$ cat src/rtl/unsigned_serial_subtractor.sv
// Serial unsigned subtractor: o_diff = i_a - i_b, CHUNK bits per clock,
// LSB chunk first, with a registered borrow chain and valid/ready on both sides.
module unsigned_serial_subtractor #(
  parameter  int AWIDTH = 16,
  parameter  int BWIDTH = 16,
  parameter  int CHUNK  = 4,
  localparam int MAXW   = (AWIDTH > BWIDTH) ? AWIDTH : BWIDTH,
  localparam int OUTWID = MAXW + 1
) (
  input  logic              i_clk,
  input  logic              i_reset,
  input  logic              i_valid,
  output logic              o_ready,
  input  logic [AWIDTH-1:0] i_a,
  input  logic [BWIDTH-1:0] i_b,
  output logic              o_valid,
  input  logic              i_ready,
  output logic [OUTWID-1:0] o_diff,
  output logic              o_borrow
);

  localparam int NCHUNK = (OUTWID + CHUNK - 1) / CHUNK;
  localparam int EXTW   = NCHUNK * CHUNK;
  localparam int LASTW  = OUTWID - (NCHUNK - 1) * CHUNK;
  localparam int CW     = (NCHUNK > 1) ? $clog2(NCHUNK) : 1;

  typedef enum logic [1:0] {
    IDLE,
    RUN,
    DONE
  } state_t;

  state_t            state;
  logic [EXTW-1:0]   a_q;
  logic [EXTW-1:0]   b_q;
  logic              borrow_q;
  logic [CW-1:0]     cnt;
  logic [CHUNK:0]    sub;
  logic              last;
  logic [OUTWID-1:0] diff_nxt;

  assign sub  = {1'b0, a_q[CHUNK-1:0]}
              - {1'b0, b_q[CHUNK-1:0]}
              - {{CHUNK{1'b0}}, borrow_q};
  assign last = (cnt == CW'(NCHUNK - 1));

  // Chunks enter at the top and shift down; the final chunk is narrowed
  // to LASTW so chunk 0 lands exactly on bit 0 after the last step.
  generate
    if (NCHUNK == 1) begin : g_one
      assign diff_nxt = sub[CHUNK-1:0];
    end else begin : g_many
      assign diff_nxt = last
        ? {sub[LASTW-1:0], o_diff[OUTWID-1:LASTW]}
        : {sub[CHUNK-1:0], o_diff[OUTWID-1:CHUNK]};
    end
  endgenerate

  always_ff @(posedge i_clk) begin
    if (i_reset) begin
      state    <= IDLE;
      o_ready  <= 1'b1;
      o_valid  <= 1'b0;
      o_diff   <= '0;
      o_borrow <= 1'b0;
      borrow_q <= 1'b0;
      cnt      <= '0;
      a_q      <= '0;
      b_q      <= '0;
    end else begin
      case (state)
        IDLE: begin
          if (i_valid) begin
            a_q      <= EXTW'(i_a);
            b_q      <= EXTW'(i_b);
            borrow_q <= 1'b0;
            cnt      <= '0;
            o_ready  <= 1'b0;
            state    <= RUN;
          end
        end
        RUN: begin
          o_diff   <= diff_nxt;
          borrow_q <= sub[CHUNK];
          a_q      <= a_q >> CHUNK;
          b_q      <= b_q >> CHUNK;
          cnt      <= cnt + CW'(1);
          if (last) begin
            o_borrow <= sub[CHUNK];
            o_valid  <= 1'b1;
            state    <= DONE;
          end
        end
        DONE: begin
          if (i_ready) begin
            o_valid <= 1'b0;
            o_ready <= 1'b1;
            state   <= IDLE;
          end
        end
        default: state <= IDLE;
      endcase
    end
  end

endmodule

$ cat config.mk
export PLATFORM = sky130hd
export DESIGN_NAME = unsigned_serial_subtractor
export DESIGN_NICKNAME = d
export VERILOG_FILES = /design/src/rtl/unsigned_serial_subtractor.sv
export SDC_FILE = /design/constraint.sdc
export NUM_CORES = 1
export LEC_CHECK = 0
export ABC_AREA = 1
export BUFFER_PORTS_ARGS = -buffer_cell sky130_fd_sc_hd__buf_4
export CAP_MARGIN = 10
export CORE_MARGIN = 4
export CORE_UTILIZATION = 45
export CTS_CLUSTER_DIAMETER = 100
export DETAILED_ROUTE_END_ITERATION = 10
export PLACE_DENSITY = 0.64
export SYNTH_ARGS = -nofsm -noshare
export SYNTH_HDL_FRONTEND = slang
export SYNTH_SLANG_ARGS = --single-unit
$ cat constraint.sdc
create_clock -name i_clk -period 3.14 [get_ports i_clk]
set_input_delay 0.471 -clock i_clk [delete_from_list [all_inputs] [get_ports i_clk]]
set_output_delay 0.471 -clock i_clk [all_outputs]
set_load 0.02 [all_outputs]
==> summary.txt <==
Status
  – Run status: complete, no violations

Global route
  – Initial antenna violation count: 0
  – Number of global-route vias before repair: 2157
  – Total global routing overflow: 0
  – First-pass GRT wire length: 9.92 mm
  – Pin count of the biggest net entering global routing: 33
  – Global Route Usage Sum: 17.7%

Finish
  – Post-Layout Inst Area: 3140 sq um
  – Inserted Diodes: 0
  – Layout area overhead: 23.7%
  – Reg area: 1160 sq um
  – Non-filler cells in the finished layout: 449
  – Final-stage net count: 419
  – End-of-flow core utilization: 57.1%
  – Area of the multi-input gates: 1170 sq um
  – Fillcell total: 554
  – Share of layout cells above drive strength 1: 19.9%

Synth
  – Syn_nets: 371
  – Synth warnings: 0
  – Netlist cell types: 21
  – Largest area contributor in the netlist: dfxtp_1
  – Synthesized instance count: 325
  – Synthesized flop and latch total: 58
  – Post-Syn Area: 2540 sq um
  – Syn Area/Cell: 7.82 sq um
  – Post-synth top area share: 45.7%
  – Sequential fraction of the synthesis area: 45.7%
  – Area contributors post-synth: dfxtp_1 46%, nand2_1 13%, a21oi_1 7.3%, o22ai_1 5.9%, o21ai_0 4.3%

STA
  – Slew @ Worst Pin: 756 ps
  – Final setup violation count: 0
  – Endpoints failing hold: 0
  – Hold slack: 392 ps
  – Tcrit/Tclk final: 58.8%
  – RSZ-0062 raised after global routing: false
  – Final setup margin: 1290 ps
  – Period minus WS final: 1850 ps
  – Slew Viols, Final: 0
  – Max Freq: 0.541 GHz
  – Max-Slew Margin vs Limit: 49.5%
  – Post-Route Skew: 5.78 ps
  – Setup TNS: 0 ps

Placement
  – HPWL after detailed placement: 3.91 mm
  – Area after DPL: 2940 sq um
  – Post-Place Cells: 434
  – Pre-CTS setup slack: 1300 ps
  – Number of port buffers: 55
  – Final GP Congestion: 0.765

Route
  – Drt first pass iters: 4
  – Vias/cell: 5.24
  – Iter 0 DRT Violations: 75
  – Vias: 2355
  – WL per Instance: 13.0 um
  – Final WL: 5.85 mm
  – Post-detailed-route count of antenna-violating nets: 0
  – DRC Markers: 0

Critical path
  – Crit-path max FO: 2
  – CP Launch Type: flip-flop
  – CP endpoint kind: flip-flop
  – Slowest CP cell: fa_1
  – WS Path Type: reg -> reg
  – Bufs and invs on worst path: 3
  – Required time of the critical path: 3370 ps
  – Family with the most delay on the worst path: adder cells
  – Most common cell on crit path: nand2_1
  – Largest stage delay on the critical path: 440 ps
  – Arr. time, crit path: 2080 ps
  – Worst-path cell chain: inv_1 > fa_1 > fa_1 > inv_1 > nand2_1 > nand2_1 > nand3_1 > nand2_1 > nand2_1 > nand2_1 > inv_1

Floorplanning
  – Row cnt: 27
  – Die height: 83.1 um
  – IO Pins: 56
  – Area of the core: 5510 sq um
  – Die Wd: 83.1 um
  – Die Outline Area: 6910 sq um
  – Starting Density: 46.1%

Power and ir drop
  – Final Power: 1.82 mW
  – LEAKAGE: 1.33 nW
  – Worst IR Drop VDD: 0.314 mV
  – Pwr/cell area: 579 nW/um^2

Clock tree
  – Clock root buffer: clkbuf_8
  – CTS max path bufs: 2
  – Clock sink count: 58
  – Clk_lat worst skew: 330 ps
  – Cts bufs inserted: 9
  – Worst-path clk slew: 60 ps
  – CTS tree: done
  – H-tree Lvls: 3
  – Hold-fix buffers, CTS: 0
  – Setup bufs post-CTS: 0
  – CTS resizes: 0

Worst hold path
  – Worst Hold Class: in -> reg

Job
  – Max_cap viols: 0
-- cell usage after synthesis --
library cell,count
nand2_1,87
dfxtp_1,58
a21oi_1,37
o22ai_1,24
inv_1,23
o21ai_0,22
a31oi_1,16
nor2_1,10
clkbuf_1,8
ha_1,8
o21ai_1,6
buf_2,5
buf_4,5
nand3_1,5
buf_6,3
fa_1,2
xor2_1,2
a21o_1,1
nand2_4,1
nor2_2,1
nor2_8,1
-- power breakdown --
group,switching [mW],total [mW],internal (mW)
Combinational,0.165,0.289,0.123
Sequential,0.0339,0.822,0.788
Clock,0.283,0.709,0.426
-- cell usage in the layout (no fill, tap or decap), types with 2 or more instances in the layout --
cell type	instances
nand2_1	87
dfxtp_1	58
buf_4	58
a21oi_1	37
o22ai_1	24
inv_1	23
o21ai_0	22
a31oi_1	16
clkbuf_8	12
nor2_1	10
ha_1	8
o21ai_1	6
nand3_1	5
xor2_1	2
fa_1	2
-- worst reg2reg max path: cells and delay by family (launching register included) --
family,cells,cell delay (ps)
adder cells (fa/ha/maj),2,860
AND/OR/NAND/NOR,6,420
flip-flops,1,320
buffers and inverters,3,140
-- registers in the layout (all words and copies together), names as in the netlist --
signal    flops
o_borrow      1
o_diff       17
state         2
a_q          16
cnt           3
borrow_q      1
o_ready       1
o_valid       1
b_q          16
-- routing by layer --
| metal | track usage [%] | wire length, um | share of wire [%] |
|---|---|---|---|
| met5 | 0 | 0 | 0 |
| met4 | 6.69 | 88 | 1.5 |
| met3 | 6.35 | 485 | 8.3 |
| met2 | 27.9 | 2670 | 46 |
| met1 | 22.2 | 2610 | 45 |
-- cell type report --
cell class / count / share of cell area, %
Clock buffer: 13 / 5.37
Clock inverter: 2 / 1.11
Inverter: 23 / 2.75
Multi-Input combinational cell: 223 / 37.1
Sequential cell: 58 / 36.9
Tap cell: 72 / 2.87
Timing Repair Buffer: 58 / 13.8
-- kinds of logic (layout without fill, tap and decap cells) --
family,Yosys count,count (layout),share of synthesized area [%]
xor+xnor,2,2,0.689
compound gates,106,106,22.9
flops,58,58,45.7
simple gates,105,105,16.8
buf+inv,44,96,8.37
fa+ha+maj,10,10,5.51
-- final timing paths --
check	start	end	slack [ps]	cells after the start
max reg2reg	b_q[0]$_SDFFE_PP0P_	o_borrow$_SDFFE_PP0P_	1290	11
min reg2reg	b_q[15]$_SDFFE_PP0P_	b_q[15]$_SDFFE_PP0P_	460	2
max	b_q[0]$_SDFFE_PP0P_	o_borrow$_SDFFE_PP0P_	1290	11
min	i_ready	o_ready$_SDFFE_PP1P_	390	3
(Power assumes the default switching activity.)
